<file path="src/rtl/mem_copy_engine_pkg.sv">
// Shared types and constants for the memory copy engine.
//
// Contents:
//   state_t   - FSM state encoding {IDLE, READ, WRITE, DONE}
//   MEM_DEPTH - data memory depth in bytes
//   addr_t    - 8-bit memory address
//   data_t    - 8-bit memory data
//
// Optional feature macro used by the engine: MEM_COPY_CHECKSUM_EN.
package mem_copy_pkg;

  typedef enum logic [1:0] {
    IDLE  = 2'd0,
    READ  = 2'd1,
    WRITE = 2'd2,
    DONE  = 2'd3
  } state_t;

  localparam int unsigned MEM_DEPTH = 256;

  typedef logic [7:0] addr_t;
  typedef logic [7:0] data_t;

endpackage

</file>
<file path="src/rtl/mem_copy_engine_if.sv">
// Bundle of control and data-memory signals for the memory copy engine.
//
// Signals:
//   start, src_addr, dst_addr, len - copy request from the sequencer
//   busy, done                     - status back to the sequencer
//   mem_addr, mem_wr_en, mem_wdata - memory port driven by the engine
//   mem_rdata                      - combinational read data from memory
//   checksum                       - mod-2**DW sum of copied bytes
//                                    (only with MEM_COPY_CHECKSUM_EN)
//
// Modports:
//   master - the copy engine
//   slave  - the sequencer / memory side
interface mem_copy_engine_if #(
  parameter int unsigned AW = 8,
  parameter int unsigned DW = 8
);

  logic          start;
  logic [AW-1:0] src_addr;
  logic [AW-1:0] dst_addr;
  logic [AW-1:0] len;
  logic          busy;
  logic          done;
  logic [AW-1:0] mem_addr;
  logic          mem_wr_en;
  logic [DW-1:0] mem_wdata;
  logic [DW-1:0] mem_rdata;
`ifdef MEM_COPY_CHECKSUM_EN
  logic [DW-1:0] checksum;
`endif

  modport master (
    input  start,
    input  src_addr,
    input  dst_addr,
    input  len,
    output busy,
    output done,
    output mem_addr,
    output mem_wr_en,
    output mem_wdata,
`ifdef MEM_COPY_CHECKSUM_EN
    output checksum,
`endif
    input  mem_rdata
  );

  modport slave (
    output start,
    output src_addr,
    output dst_addr,
    output len,
    input  busy,
    input  done,
    input  mem_addr,
    input  mem_wr_en,
    input  mem_wdata,
`ifdef MEM_COPY_CHECKSUM_EN
    input  checksum,
`endif
    output mem_rdata
  );

endinterface

</file>
<file path="src/rtl/mem_copy_engine.sv">
// Byte-serial block copy engine for the data memory port.
//
// Copies len bytes from src_addr to dst_addr, alternating one READ cycle
// (capture combinational read data) with one WRITE cycle. Addresses wrap
// modulo 2**AW and the copy runs strictly forward, so overlapping regions
// with dst above src replicate the leading bytes.
//
// Ports:
//   clk   - system clock, rising edge
//   reset - asynchronous, active-high reset
//   bus   - mem_copy_engine_if master modport (request, status, memory port)
//
// Optional feature: define MEM_COPY_CHECKSUM_EN to add bus.checksum, the
// mod-2**DW sum of all bytes written by the most recent accepted copy.
module mem_copy_engine
  import mem_copy_pkg::*;
#(
  parameter int unsigned AW = 8,
  parameter int unsigned DW = 8
) (
  input  logic                clk,
  input  logic                reset,
  mem_copy_engine_if.master   bus
);

  localparam logic [1:0] ST_IDLE  = 2'(IDLE);
  localparam logic [1:0] ST_READ  = 2'(READ);
  localparam logic [1:0] ST_WRITE = 2'(WRITE);
  localparam logic [1:0] ST_DONE  = 2'(DONE);

  logic [1:0]    state_q, state_d;
  logic [AW-1:0] src_q, src_d;
  logic [AW-1:0] dst_q, dst_d;
  logic [AW-1:0] len_q, len_d;
  logic [AW-1:0] idx_q, idx_d;
  logic [DW-1:0] data_q, data_d;
  logic          last_byte;
  logic          accept;

  // Start is only honoured in IDLE; anything else is dropped, not queued.
  assign accept    = (state_q == ST_IDLE) && bus.start;
  assign last_byte = (idx_q == (len_q - AW'(1)));

  always_comb begin
    state_d = state_q;
    src_d   = src_q;
    dst_d   = dst_q;
    len_d   = len_q;
    idx_d   = idx_q;
    data_d  = data_q;
    unique case (state_q)
      ST_IDLE: begin
        if (accept) begin
          src_d   = bus.src_addr;
          dst_d   = bus.dst_addr;
          len_d   = bus.len;
          idx_d   = '0;
          state_d = (bus.len == '0) ? ST_DONE : ST_READ;
        end
      end
      ST_READ: begin
        data_d  = bus.mem_rdata;
        state_d = ST_WRITE;
      end
      ST_WRITE: begin
        if (last_byte) begin
          state_d = ST_DONE;
        end else begin
          idx_d   = idx_q + AW'(1);
          state_d = ST_READ;
        end
      end
      ST_DONE: begin
        state_d = ST_IDLE;
      end
      default: begin
        state_d = ST_IDLE;
      end
    endcase
  end

  always_ff @(posedge clk or posedge reset) begin
    if (reset) begin
      state_q <= ST_IDLE;
      src_q   <= '0;
      dst_q   <= '0;
      len_q   <= '0;
      idx_q   <= '0;
      data_q  <= '0;
    end else begin
      state_q <= state_d;
      src_q   <= src_d;
      dst_q   <= dst_d;
      len_q   <= len_d;
      idx_q   <= idx_d;
      data_q  <= data_d;
    end
  end

  // Memory outputs decode straight from state so that the asynchronous
  // reset drops mem_wr_en in the same cycle it is asserted.
  always_comb begin
    bus.mem_addr  = '0;
    bus.mem_wr_en = 1'b0;
    bus.mem_wdata = '0;
    unique case (state_q)
      ST_READ: begin
        bus.mem_addr = src_q + idx_q;
      end
      ST_WRITE: begin
        bus.mem_addr  = dst_q + idx_q;
        bus.mem_wdata = data_q;
        bus.mem_wr_en = 1'b1;
      end
      default: begin
      end
    endcase
  end

  assign bus.busy = (state_q != ST_IDLE);
  assign bus.done = (state_q == ST_DONE);

`ifdef MEM_COPY_CHECKSUM_EN
  logic [DW-1:0] checksum_q, checksum_d;

  // Accumulates on each WRITE edge, so the final sum is visible from the
  // DONE cycle and holds until the next accepted start.
  always_comb begin
    checksum_d = checksum_q;
    if (accept) begin
      checksum_d = '0;
    end else if (state_q == ST_WRITE) begin
      checksum_d = checksum_q + data_q;
    end
  end

  always_ff @(posedge clk or posedge reset) begin
    if (reset) begin
      checksum_q <= '0;
    end else begin
      checksum_q <= checksum_d;
    end
  end

  assign bus.checksum = checksum_q;
`endif

endmodule

</file>
<file path="src/flat_wrapper.sv">
// flat-port wrapper written by rule: the top's interface ports become plain ports
module mem_copy_engine_flat import mem_copy_pkg::*;
#(
  parameter int unsigned AW = 8,
  parameter int unsigned DW = 8
)
  (clk, reset, bus_start, bus_src_addr, bus_dst_addr, bus_len, bus_busy, bus_done, bus_mem_addr, bus_mem_wr_en, bus_mem_wdata, bus_mem_rdata);
  mem_copy_engine_if #(.AW(AW), .DW(DW)) bus_i ();
  input  logic clk;
  input  logic reset;
  input wire logic [$bits(bus_i.start)-1:0] bus_start;
  input wire logic [$bits(bus_i.src_addr)-1:0] bus_src_addr;
  input wire logic [$bits(bus_i.dst_addr)-1:0] bus_dst_addr;
  input wire logic [$bits(bus_i.len)-1:0] bus_len;
  output wire logic [$bits(bus_i.busy)-1:0] bus_busy;
  output wire logic [$bits(bus_i.done)-1:0] bus_done;
  output wire logic [$bits(bus_i.mem_addr)-1:0] bus_mem_addr;
  output wire logic [$bits(bus_i.mem_wr_en)-1:0] bus_mem_wr_en;
  output wire logic [$bits(bus_i.mem_wdata)-1:0] bus_mem_wdata;
  input wire logic [$bits(bus_i.mem_rdata)-1:0] bus_mem_rdata;
  assign bus_i.start = bus_start;
  assign bus_i.src_addr = bus_src_addr;
  assign bus_i.dst_addr = bus_dst_addr;
  assign bus_i.len = bus_len;
  assign bus_busy = bus_i.busy;
  assign bus_done = bus_i.done;
  assign bus_mem_addr = bus_i.mem_addr;
  assign bus_mem_wr_en = bus_i.mem_wr_en;
  assign bus_mem_wdata = bus_i.mem_wdata;
  assign bus_i.mem_rdata = bus_mem_rdata;
  mem_copy_engine #(.AW(AW), .DW(DW)) u_core (.clk(clk), .reset(reset), .bus(bus_i));
endmodule
</file>
<file path="config.mk">
export PLATFORM = sky130hd
export DESIGN_NAME = mem_copy_engine_flat
export DESIGN_NICKNAME = d
export VERILOG_FILES = /design/src/rtl/mem_copy_engine_pkg.sv /design/src/rtl/mem_copy_engine_if.sv /design/src/rtl/mem_copy_engine.sv /design/src/flat_wrapper.sv
export SDC_FILE = /design/constraint.sdc
export NUM_CORES = 1
export LEC_CHECK = 0
export CAP_MARGIN = 20
export CORE_UTILIZATION = 43
export DETAILED_ROUTE_END_ITERATION = 16
export GPL_ROUTABILITY_DRIVEN = 0
export PLACE_DENSITY_LB_ADDON = 0.15
export SKIP_LAST_GASP = 1
export SYNTH_ARGS = -nofsm -noshare
export SYNTH_HDL_FRONTEND = slang
export SYNTH_SLANG_ARGS = --single-unit
</file>
<file path="constraint.sdc">
create_clock -name clk -period 4.53 [get_ports clk]
set_input_delay 0.906 -clock clk [delete_from_list [all_inputs] [get_ports clk]]
set_output_delay 0.906 -clock clk [all_outputs]
set_load 0.01 [all_outputs]
</file>
==> flow_metrics.env <==
export IMPL_slew_headroom_pct=63.33
export IMPL_tns_ps=0
export IMPL_grt_pass1_wl_um=8397
export IMPL_tightest_slew_ps=549.4
export IMPL_portBuffers=53
export IMPL_yosysTopAreaCell="dfrtp_1"
export IMPL_layout_drive_gt1_share_pct=20.00
export IMPL_synthXorXnorAreaFrac_pct=4.465
export IMPL_maxSlewViolCount=0
export IMPL_setup_viol=0
export IMPL_fill_cells=525
export IMPL_rows=27
export IMPL_root_buffer="clkbuf_8"
export IMPL_synth_simple_area_share_pct=15.41
export IMPL_cp_end_kind="primary output"
export IMPL_syn_nets=284
export IMPL_overflow=0
export IMPL_powerDensity_mw_per_mm2=741.1
export IMPL_syn_to_final_growth_pct=28.31
export IMPL_core_mm2=0.005608
export IMPL_yosys_top_cells_area="dfrtp_1 (41%), mux2_2 (17%), ha_1 (6.4%), and2_1 (2.5%), xnor2_1 (2.4%)"
export IMPL_synth_common_cells="dfrtp_1 (42), mux2_2 (39), inv_1 (14)"
export IMPL_synth_edf_count=0
export IMPL_worstHoldPathType="flip-flop to flip-flop"
export IMPL_p_switching_w=0.0009364
export IMPL_fin_nets=338
export IMPL_pin_count=54
export IMPL_netSwitchingFraction_pct=38.61
export IMPL_dieArea_mm2=0.006242
export IMPL_seqPwrFrac_pct=30.7
export IMPL_multi_input_area_mm2=0.001400
export IMPL_antenna_cells=0
export IMPL_synth_compound_area_share_pct=9.372
export IMPL_antenna_found_initial=0
export IMPL_synthFlopType="dfrtp_1"
export IMPL_via_per_inst=5.218
export IMPL_worstPathArrival_ps=3440
export IMPL_critical_path_startpoint_type="flip-flop"
export IMPL_crit_fanout=12
export IMPL_finClkSkew_ps=6.981
export IMPL_wl_um=5205
export IMPL_yosysUniqueCellTypes=44
export IMPL_htree_levels=2
export IMPL_p_leak_nw=1.373
export IMPL_timing_max_cap_violations=0
export IMPL_syn_inst=235
export IMPL_grt_max_degree=29
export IMPL_drcViolationCount=0
export IMPL_numCtsBuffers=5
export IMPL_yosysMostFrequentCell="dfrtp_1"
export IMPL_initial_core_util_pct=45.47
export IMPL_internal_power_w=0.001489
export IMPL_synth_area_per_cell_um2=10.85
export IMPL_clock_latency_ps=300
export IMPL_ys_ff_latch=42
export IMPL_drtPass1Iterations=4
export IMPL_power_frac_comb_pct=56.9
export IMPL_yosysSeqAreaShare_pct=41.22
export IMPL_critical_path_class="flip-flop to primary output"
export IMPL_synth_top_family_by_area="multiplexers"
export IMPL_synth_mux_area_share_pct=18.40
export IMPL_clock_sinks=42
export IMPL_ys_warnings_count=0
export IMPL_antenna_left=0
export IMPL_num_vias=1889
export IMPL_drt_wirelength_per_cell_um=14.38
export IMPL_yosysTopAreaCellShare_pct=41.22
export IMPL_cts_tree="done"
export IMPL_max_vdd_ir_drop_v=0.0004433
export IMPL_clockPowerShare_pct=12.3
export IMPL_regArea_mm2=0.001051
export IMPL_async_flop_share_pct=100.0
export IMPL_syn_area_mm2=0.002550
export IMPL_fin_crit_sh_pct=96.01
export IMPL_finalHoldViolCount=0
export IMPL_grt_usage_pct=17.70
export IMPL_die_w_um=79.01
export IMPL_post_dp_hpwl_um=3905
export IMPL_synth_adder_area_share_pct=7.164
export IMPL_first_iter_violations=59
export IMPL_fmax_ghz=0.2299
export IMPL_holdBufCountCts=0
export IMPL_power_w=0.002425
export IMPL_grt_pass1_vias=1770
export IMPL_cp_required_ps=3620
export IMPL_status="complete, no violations"
export IMPL_clk_pin_slew_ps=80
export IMPL_post_cts_buffers=0
export IMPL_period_needed_ps=4349
export IMPL_cts_buffer_depth=2
export IMPL_die_y_um=79.01
[kinds of logic after synthesis]
logic type / after synthesis
simple gates: 68
fa+ha+maj: 14
buf+inv: 25
mux: 42
compound gates: 31
xor+xnor: 13
flops: 42
[cells in the final DEF (no fill, tap or decap), drive strengths merged, types with 2 or more instances in the layout]
| cell type | instances |
|---|---|
| or4 | 4 |
| nand2 | 11 |
| dfrtp | 42 |
| ha | 13 |
| a41oi | 2 |
| nand2b | 4 |
| inv | 14 |
| buf | 5 |
| xor2 | 6 |
| mux2i | 3 |
| nor3 | 5 |
| clkdlybuf4s50 | 53 |
| clkbuf | 6 |
| nor3b | 2 |
| nor2b | 2 |
| or3b | 2 |
| and2 | 10 |
| nand3b | 2 |
| o21ai | 7 |
| nor2 | 10 |
| nor4 | 2 |
| mux2 | 39 |
| o211ai | 6 |
| nand3 | 5 |
| a21boi | 3 |
| xnor2 | 7 |
| a21oi | 4 |
| and3 | 5 |
| nand4b | 3 |
[layer usage]
metal | up-vias | global-route usage [%] | wire length, µm
li1 | 947 | - | -
met1 | 887 | 23.51 | 2502
met2 | 46 | 27.84 | 2371
met3 | 9 | 3.678 | 243
met4 | 0 | 7.636 | 87
met5 | - | 0 | 0
[cell type report]
class	count	area share, %
Clock inverter	2	1.147
Inverter	14	1.606
Multi-Input combinational cell	168	42.79
Clock buffer	6	2.218
Sequential cell	42	32.12
Timing Repair Buffer	58	17.36
Tap cell	72	2.753
[registers in the layout, indices dropped and copies added (netlist names)]
register,flops
u_core.data_q,8
u_core.dst_q,8
u_core.idx_q,8
u_core.len_q,8
u_core.src_q,8
u_core.state_q,2
[repair_timing]
action | CTS | global route
endpoints found under the hold margin | 0 | 0
endpoints found under the setup margin | 0 | 2
resized for setup | 0 | 3
[worst max-delay path, stage by stage (launching register included)]
cell             delay [ps]
dfrtp_1                 420
inv_1                   110
ha_2                    270
buf_4                   210
mux2_2                  340
ha_1                    300
nor2b_1                 150
o21ai_0                 200
a21boi_1                120
o21ai_1                 170
a21boi_0                100
nor3_1                  170
clkdlybuf4s50_1         570
[worst paths after layout]
path	startpoint	to	slack, ps	cells after the start
min in group asynchronous	reset	u_core.dst_q[6]	950	2
max	u_core.state_q[0]	bus_mem_addr[6]	180	12
max in group asynchronous	reset	u_core.idx_q[3]	2810	3
min	u_core.data_q[7]	u_core.data_q[7]	500	1
max reg2reg	u_core.len_q[0]	u_core.idx_q[3]	2170	6
min reg2reg	u_core.data_q[7]	u_core.data_q[7]	500	1
[per-stage QoR]
| step | cell area, µm² | cells | hold slack [ps] | worst slack, ps | utilization [%] |
|---|---|---|---|---|---|
| floorplan | 2550 | 235 | 472.1 | 770.6 | - |
| global placement | 3159 | 354 | 481.6 | 422.3 | 56.34 |
| detailed placement | 3159 | 354 | 488.8 | 378.6 | 56.34 |
| CTS | 3269 | 362 | 508.7 | 14.77 | 58.30 |
| global route | 3272 | 362 | 530.5 | -9.082 | 58.34 |
| finish | 3272 | 362 | 503.3 | 180.8 | 58.34 |
[power by group through the flow]
stage                     clock (W)  combinational (W)  sequential, W
final                      0.000299            0.00138       0.000745
after global routing       0.000320            0.00152       0.000776
after CTS                  0.000308            0.00139       0.000745
after detailed placement          0            0.00138       0.000754
after global placement            0            0.00135       0.000750
after floorplan                   0           0.000979       0.000668
Note: power is estimated with default switching activity, not from simulation.
